**config.mk**
```make
export PLATFORM = sky130hd
export DESIGN_NAME = entry_alloc_arbiter_flat
export DESIGN_NICKNAME = d
export VERILOG_FILES = /design/src/rtl/entry_alloc_arbiter_pkg.sv /design/src/rtl/entry_alloc_arbiter_if.sv /design/src/rtl/entry_alloc_arbiter_picker.sv /design/src/rtl/entry_alloc_arbiter.sv /design/src/flat_wrapper.sv
export SDC_FILE = /design/constraint.sdc
export NUM_CORES = 1
export LEC_CHECK = 0
export BUFFER_PORTS_ARGS = -buffer_cell sky130_fd_sc_hd__buf_4
export CORE_ASPECT_RATIO = 1.1
export CORE_MARGIN = 2
export CORE_UTILIZATION = 35
export CTS_BUF_LIST = sky130_fd_sc_hd__clkbuf_16
export DETAILED_ROUTE_END_ITERATION = 7
export GPL_ROUTABILITY_DRIVEN = 0
export PLACE_DENSITY = 0.64
export SYNTH_ARGS = -nofsm -noshare
export SYNTH_HDL_FRONTEND = slang
export SYNTH_SLANG_ARGS = --single-unit
export TNS_END_PERCENT = 5
```
**constraint.sdc**
```tcl
create_clock -name clk -period 14.34 [get_ports clk]
set_input_delay 4.302 -clock clk [delete_from_list [all_inputs] [get_ports clk]]
set_output_delay 4.302 -clock clk [all_outputs]
set_load 0.01 [all_outputs]
```
**src/rtl/entry_alloc_arbiter_pkg.sv**
```systemverilog
// Shared types and sizing for the entry allocation arbiter and its round-robin picker.
// Also holds the grant-limit helper used by the top level.
package entry_alloc_arbiter_pkg;

   localparam int REQ_NUM     = 4;
   localparam int ALLOC_WIDTH = 2;
   localparam int ENTRY_COUNT = 8;
   localparam int FLAG_EN     = 0;
   localparam int TAG_WIDTH   = $clog2(ENTRY_COUNT) + FLAG_EN;
   localparam int CNT_WIDTH   = $clog2(ENTRY_COUNT + 1);
   localparam int PTR_WIDTH   = (REQ_NUM > 1) ? $clog2(REQ_NUM) : 1;
   localparam int LANE_WIDTH  = (ALLOC_WIDTH > 1) ? $clog2(ALLOC_WIDTH) : 1;
   localparam int GRANT_WIDTH = $clog2(ALLOC_WIDTH + 1);
   localparam int POP_WIDTH   = $clog2(REQ_NUM + 1);

   typedef logic [TAG_WIDTH-1:0] tag_t;

   typedef enum logic [1:0] {
      IDLE    = 2'd0,
      BLOCK   = 2'd1,
      FLUSH   = 2'd2,
      RECOVER = 2'd3
   } flush_state_e;

   // Smallest of lane count, free entries and live requests; all compared zero-extended.
   function automatic logic [GRANT_WIDTH-1:0] grantLimit(
      input logic [CNT_WIDTH-1:0] avail,
      input logic [POP_WIDTH-1:0] reqCount
   );
      logic [GRANT_WIDTH-1:0] r;
      r = GRANT_WIDTH'(ALLOC_WIDTH);
      if (32'(avail) < 32'(r)) r = GRANT_WIDTH'(avail);
      if (32'(reqCount) < 32'(r)) r = GRANT_WIDTH'(reqCount);
      return r;
   endfunction

endpackage

```
**src/rtl/entry_alloc_arbiter_if.sv**
```systemverilog
// Requester and pool-facing signal bundle of the entry allocation arbiter.
// The slave modport is the arbiter's view; master is the surrounding logic.
interface entry_alloc_arbiter_if;
   import entry_alloc_arbiter_pkg::*;

   logic [REQ_NUM-1:0]               req_valid_i;
   logic [REQ_NUM-1:0]               req_ready_o;
   logic [REQ_NUM*TAG_WIDTH-1:0]     req_tag_o;
   logic [ALLOC_WIDTH*TAG_WIDTH-1:0] pool_tail_i;
   logic [CNT_WIDTH-1:0]             pool_avail_cnt_i;
   logic [ALLOC_WIDTH-1:0]           pool_enq_fire_o;
   logic                             pool_flush_o;
   logic                             flush_req_i;
   logic                             flush_busy_o;
   logic                             flush_done_o;

   modport slave (
      input  req_valid_i, pool_tail_i, pool_avail_cnt_i, flush_req_i,
      output req_ready_o, req_tag_o, pool_enq_fire_o, pool_flush_o,
             flush_busy_o, flush_done_o
   );

   modport master (
      output req_valid_i, pool_tail_i, pool_avail_cnt_i, flush_req_i,
      input  req_ready_o, req_tag_o, pool_enq_fire_o, pool_flush_o,
             flush_busy_o, flush_done_o
   );
endinterface

```
**src/rtl/entry_alloc_arbiter_picker.sv**
```systemverilog
// Combinational round-robin picker: grants the first i_limit valid requesters from i_ptr onward,
// assigning each one the next free lane in scan order.
module rr_multi_picker
   import entry_alloc_arbiter_pkg::*;
(
   input  logic [REQ_NUM-1:0]                  i_req,
   input  logic [PTR_WIDTH-1:0]                i_ptr,
   input  logic [GRANT_WIDTH-1:0]              i_limit,
   output logic [REQ_NUM-1:0]                  o_grant,
   output logic [REQ_NUM-1:0][LANE_WIDTH-1:0]  o_lane,
   output logic [PTR_WIDTH-1:0]                o_last
);

   always_comb begin
      logic [GRANT_WIDTH-1:0] count;
      logic [PTR_WIDTH:0]     idxWide;
      logic [PTR_WIDTH-1:0]   idx;
      o_grant = '0;
      o_lane  = '0;
      o_last  = i_ptr;
      count   = '0;
      idxWide = '0;
      idx     = '0;
      for (int i = 0; i < REQ_NUM; i++) begin
         // Wrap explicitly so non-power-of-two requester counts still scan correctly.
         idxWide = {1'b0, i_ptr} + (PTR_WIDTH+1)'(i);
         if (idxWide >= (PTR_WIDTH+1)'(REQ_NUM)) idxWide = idxWide - (PTR_WIDTH+1)'(REQ_NUM);
         idx = idxWide[PTR_WIDTH-1:0];
         if (i_req[idx] && (count < i_limit)) begin
            o_grant[idx] = 1'b1;
            o_lane[idx]  = count[LANE_WIDTH-1:0];
            o_last       = idx;
            count        = count + 1'b1;
         end
      end
   end

endmodule

```
**src/rtl/entry_alloc_arbiter.sv**
```systemverilog
// Round-robin allocator over a shared free-entry pool, with a four-state flush sequencer
// that blocks grants while the pool is flushed and refilled.
module entry_alloc_arbiter
   import entry_alloc_arbiter_pkg::*;
(
   input  logic                  clk,
   input  logic                  rst,
   entry_alloc_arbiter_if.slave  bus
);

   flush_state_e                        r_state;
   logic [PTR_WIDTH-1:0]                r_rrPtr;
   logic                                r_poolFlush;
   logic                                r_flushDone;
   logic                                r_flushBusy;
   logic                                w_grantAllowed;
   logic [POP_WIDTH-1:0]                w_reqCount;
   logic [GRANT_WIDTH-1:0]              w_limit;
   logic [REQ_NUM-1:0]                  w_grant;
   logic [REQ_NUM-1:0][LANE_WIDTH-1:0]  w_lane;
   logic [PTR_WIDTH-1:0]                w_last;
   logic [REQ_NUM*TAG_WIDTH-1:0]        w_tags;
   logic [ALLOC_WIDTH-1:0]              w_fire;

   assign w_grantAllowed = !rst && (r_state == IDLE) && !bus.flush_req_i;

   always_comb begin
      w_reqCount = '0;
      for (int i = 0; i < REQ_NUM; i++) begin
         w_reqCount = w_reqCount + POP_WIDTH'(bus.req_valid_i[i]);
      end
      w_limit = w_grantAllowed ? grantLimit(bus.pool_avail_cnt_i, w_reqCount) : '0;
   end

   rr_multi_picker u_picker (
      .i_req   (bus.req_valid_i),
      .i_ptr   (r_rrPtr),
      .i_limit (w_limit),
      .o_grant (w_grant),
      .o_lane  (w_lane),
      .o_last  (w_last)
   );

   // Lane k fires exactly when at least k+1 grants were made, keeping fires contiguous from lane 0.
   always_comb begin
      w_tags = '0;
      w_fire = '0;
      for (int r = 0; r < REQ_NUM; r++) begin
         for (int k = 0; k < ALLOC_WIDTH; k++) begin
            if (w_grant[r] && (w_lane[r] == LANE_WIDTH'(k))) begin
               w_tags[r*TAG_WIDTH +: TAG_WIDTH] = bus.pool_tail_i[k*TAG_WIDTH +: TAG_WIDTH];
            end
         end
      end
      for (int k = 0; k < ALLOC_WIDTH; k++) begin
         w_fire[k] = (GRANT_WIDTH'(k) < w_limit);
      end
   end

   assign bus.req_ready_o     = w_grant;
   assign bus.req_tag_o       = w_tags;
   assign bus.pool_enq_fire_o = w_fire;
   assign bus.pool_flush_o    = r_poolFlush && !rst;
   assign bus.flush_done_o    = r_flushDone && !rst;
   assign bus.flush_busy_o    = r_flushBusy && !rst;

   always_ff @(posedge clk) begin
      if (rst) begin
         r_rrPtr <= '0;
      end else if (w_limit != '0) begin
         r_rrPtr <= (w_last == PTR_WIDTH'(REQ_NUM - 1)) ? '0 : w_last + 1'b1;
      end
   end

   // Flag outputs are set on entry to the state they describe so they line up with it exactly.
   always_ff @(posedge clk) begin
      if (rst) begin
         r_state     <= IDLE;
         r_poolFlush <= 1'b0;
         r_flushDone <= 1'b0;
         r_flushBusy <= 1'b0;
      end else begin
         r_poolFlush <= 1'b0;
         r_flushDone <= 1'b0;
         case (r_state)
            IDLE: begin
               if (bus.flush_req_i) begin
                  r_state     <= BLOCK;
                  r_flushBusy <= 1'b1;
               end
            end
            BLOCK: begin
               r_state     <= FLUSH;
               r_poolFlush <= 1'b1;
            end
            FLUSH: begin
               r_state     <= RECOVER;
               r_flushDone <= 1'b1;
            end
            RECOVER: begin
               r_state     <= IDLE;
               r_flushBusy <= 1'b0;
            end
            default: begin
               r_state     <= IDLE;
               r_flushBusy <= 1'b0;
            end
         endcase
      end
   end

endmodule
```
**src/flat_wrapper.sv**
```systemverilog
// flat-port wrapper written by rule: the top's interface ports become plain ports
module entry_alloc_arbiter_flat import entry_alloc_arbiter_pkg::*;
  (clk, rst, bus_req_valid_i, bus_pool_tail_i, bus_pool_avail_cnt_i, bus_flush_req_i, bus_req_ready_o, bus_req_tag_o, bus_pool_enq_fire_o, bus_pool_flush_o, bus_flush_busy_o, bus_flush_done_o);
  entry_alloc_arbiter_if bus_i ();
  input  logic clk;
  input  logic rst;
  input wire logic [$bits(bus_i.req_valid_i)-1:0] bus_req_valid_i;
  input wire logic [$bits(bus_i.pool_tail_i)-1:0] bus_pool_tail_i;
  input wire logic [$bits(bus_i.pool_avail_cnt_i)-1:0] bus_pool_avail_cnt_i;
  input wire logic [$bits(bus_i.flush_req_i)-1:0] bus_flush_req_i;
  output wire logic [$bits(bus_i.req_ready_o)-1:0] bus_req_ready_o;
  output wire logic [$bits(bus_i.req_tag_o)-1:0] bus_req_tag_o;
  output wire logic [$bits(bus_i.pool_enq_fire_o)-1:0] bus_pool_enq_fire_o;
  output wire logic [$bits(bus_i.pool_flush_o)-1:0] bus_pool_flush_o;
  output wire logic [$bits(bus_i.flush_busy_o)-1:0] bus_flush_busy_o;
  output wire logic [$bits(bus_i.flush_done_o)-1:0] bus_flush_done_o;
  assign bus_i.req_valid_i = bus_req_valid_i;
  assign bus_i.pool_tail_i = bus_pool_tail_i;
  assign bus_i.pool_avail_cnt_i = bus_pool_avail_cnt_i;
  assign bus_i.flush_req_i = bus_flush_req_i;
  assign bus_req_ready_o = bus_i.req_ready_o;
  assign bus_req_tag_o = bus_i.req_tag_o;
  assign bus_pool_enq_fire_o = bus_i.pool_enq_fire_o;
  assign bus_pool_flush_o = bus_i.pool_flush_o;
  assign bus_flush_busy_o = bus_i.flush_busy_o;
  assign bus_flush_done_o = bus_i.flush_done_o;
  entry_alloc_arbiter u_core (.clk(clk), .rst(rst), .bus(bus_i));
endmodule
```
==> out/metrics.cfg <==
[drt]
vias=1562
viasPerCell=5.54
wl_per_cell_um=14.3
final_antenna_net_count=0
drc_errors=0
dr.pass1.iters=8
drt-initial-drc-count=71
routed_wirelength_mm=4.03

[synthesis]
synth_ff_type=dfxtp_1
synthesis.nets=232
synth-xor-area-share_pct=0.579
synth_adder_area_share_pct=14.2
synth_edf_count=0
synth-compound-area-share_pct=26.2
synthSimpleGateAreaFrac_pct=24.8
yosys.cell_types.count=51
synth_cells=199
syn-mean-instance-area_um2=7.60
netlist_area_um2=1510
yosys_warnings=0
muxShareOfSynthArea_pct=15.1
async_reset_ff_share_pct=0
seq_area_frac_synth_pct=9.27
synth-seq-cells=7
synth_top_family_by_area=compound AO/OA/AOI/OAI gates

[sta]
min_period_ps=13940
hold_viol=0
relSlewSlack_pct=61.0
tns_ps=0
skew_ps=1.11
rsz0062_at_grt=false
layout_worst_path_cycle_share_pct=97.2
whs_ps=481
worst_slew_pin_slew_ps=580
final_max_slew_viol_count=0
setup_viol=0
clock.fmax_ghz=0.0718

[setup_path]
cp_num_buf_inv=6
startpoint_type=input port
crit_type=in -> out
arrival_ps=9640
reg2reg_slack_ps=9770
worstRegToRegCells=15
regToRegEndpoint=u_core.r_rrPtr[1]
critical_path.cell_chain=buf_4 > ha_1 > inv_1 > fa_1 > inv_1 > fa_1 > nand2b_1 > a22oi_1 > nor3_1 > buf_4 > o21ai_0 > inv_1 > ha_1 > o31ai_4 > and2_1 > a21oi_1 > ha_1 > a211o_1 > a211oi_1 > a31oi_1 > a22oi_2 > mux2i_1 > buf_4
worstPathRequired_ps=10040
cp-end-kind=output pin
crit_fanout=8
critical-path-top-delay-family=compound AO/OA/AOI/OAI gates
slowest_delay_ps=500
timing.rr.start=u_core.r_rrPtr[0]
startpoint=bus_req_valid_i[0]
critical_path.slowest_cell=fa_1

[final_layout]
final_area_um2=1900
antenna_cells=0
drive_gt1_share_pct=23.2
nets=262
nFillCells=446
syn_to_final_growth_pct=25.5

[floorplan]
dieArea_um2=4860
rows=25
coreArea_um2=4220
dieWidth_um=66.7
initial_utilization_pct=35.8
io_pins=38
die_y_um=72.9

[worst_hold_path]
hold_path.class=reg -> reg
holdCritStartpoint=u_core.r_flushBusy
min_to=u_core.r_flushBusy
hold_depth=2

[global_route]
grt_overflow=0
grt_pass1_vias=1363
antenna_found_initial=0
grt_usage_pct=16.5
grt_max_degree=16
grt_pass1_wl_mm=6.31

[clocking]
cts_max_path_buffers=2
cts_tree=yes
cts.htree.levels=1
clk-insertion-delay-late_ps=230
cts_sinks=7
cts.reportedPaths.clkPinSlew_ps=40
cts_made_buffers=3
root_buffer=clkbuf_16
cts_setup_buffers=0

[job]
drv_cap=0

[pwr]
powerDensity_nw_per_um2=119
p_leak_nw=0.905
total_power_w=0.000225
vdd_ir_drop_max_mv=0.0757

[place]
numPortBuffers=37
dp_hpwl_mm=3.19
placed_area_um2=1810

[run_status]
outcome=complete, no violations

synthesized netlist by cell type (all sizes together) (3+ instances only):
library cell | instances | area share, %
nand2b | 3 | 1.2
o21ai | 6 | 2.0
nor2 | 10 | 2.5
nand3 | 6 | 2.0
or3 | 3 | 1.2
o211a | 4 | 2.6
a21oi | 10 | 3.8
o211ai | 8 | 4.3
nor3 | 3 | 0.99
dfxtp | 7 | 9.3
nor3b | 4 | 2.0
mux4 | 3 | 4.5
mux2i | 16 | 11
a22oi | 3 | 1.5
inv | 20 | 5.0
buf | 10 | 3.6
ha | 14 | 12
nor2b | 7 | 2.9
and2 | 4 | 1.7
clkbuf | 5 | 1.2
a211oi | 3 | 1.5
nand2 | 19 | 4.7
area by class of cell:
cell class | instances | area (um2) | share of cell area, %
Multi-Input combinational cell | 157 | 1230 | 65.1
Inverter | 20 | 75.1 | 3.96
Tap cell | 54 | 67.6 | 3.56
Clock inverter | 1 | 3.75 | 0.198
Timing Repair Buffer | 40 | 300 | 15.8
Sequential cell | 7 | 140 | 7.39
Clock buffer | 3 | 75.1 | 3.96
state kept, by name, indices dropped and copies added, names as in the netlist:
name                count
u_core.r_poolFlush      1
u_core.r_rrPtr          2
u_core.r_flushDone      1
u_core.r_flushBusy      1
u_core.r_state          2
power breakdown:
part           leakage [nW]  switching, W  internal (W)
clock network        0.0423     0.0000103     0.0000362
logic                 0.805     0.0000815     0.0000643
registers            0.0575    0.00000730     0.0000257
total                 0.905     0.0000992      0.000126
kinds of logic (layout without fill, tap and decap cells):
family                     after synthesis  after routing
buffers and inverters                   35             64
adders and majority gates               16             16
xor gates and xnor gates                 1              1
DFF                                      7              7
and+or+nand+nor                         70             70
AOI/OAI and AO/OA                       51             51
muxes                                   19             19
routing by layer:
layer | track usage (%) | vias up | wire (um)
met3 | 2.78 | 6 | 235
met4 | 2.95 | 0 | 49
met5 | 0 | - | 0
met1 | 21.1 | 714 | 1840
met2 | 29.2 | 61 | 1900
li1 | - | 781 | -
how the worst max path moves through the flow:
stage                        to  depth (start not counted)  slack (ps)
6_report       bus_req_tag_o[7]                         23         400
5_1_grt        bus_req_tag_o[7]                         23          10
4_1_cts        bus_req_tag_o[5]                         23         360
3_5_place_dp   bus_req_tag_o[5]                         23         360
3_3_place_gp   bus_req_tag_o[5]                         23         520
2_1_floorplan  bus_req_tag_o[3]                         23         950
per-stage QoR:
stage	instances	utilization [%]	worst slack (ps)
after floorplan	199	-	955
after global placement	278	42.8	521
after detailed placement	278	42.8	359
after CTS	282	44.6	356
after global routing	282	44.9	12.9
final	282	44.9	403
cell usage in the layout, fill, tap and decap left out, types with 2 or more instances in the layout:
cell       instances
buf_4             40
inv_1             21
nand2_1           19
mux2i_1           16
ha_1              14
nor2_1            10
a21oi_1            8
o211ai_1           7
nor2b_1            7
dfxtp_1            7
o21ai_0            6
nand3_1            6
nor3b_1            4
o211a_1            4
nor3_1             3
nand2b_1           3
and2_1             3
mux4_2             3
a211oi_1           3
or3_1              3
clkbuf_16          3
a21o_1             2
a22oi_1            2
and3_1             2
a22o_1             2
a222oi_1           2
nand4_1            2
nand4b_1           2
a31oi_1            2
fa_1               2
tightest hold or removal path, cell delays in order, from the launching register on:
cell	delay (ps)
dfxtp_1	320
a21oi_1	60
nor2_1	70
what timing repair did:
| action | in CTS | in global routing |
|---|---|---|
| hold buffers | 0 | 0 |
| gates resized for setup | 0 | 2 |
| setup endpoints to repair | 0 | 5 |
No activity file was read; power rests on OpenSTA's default activity.
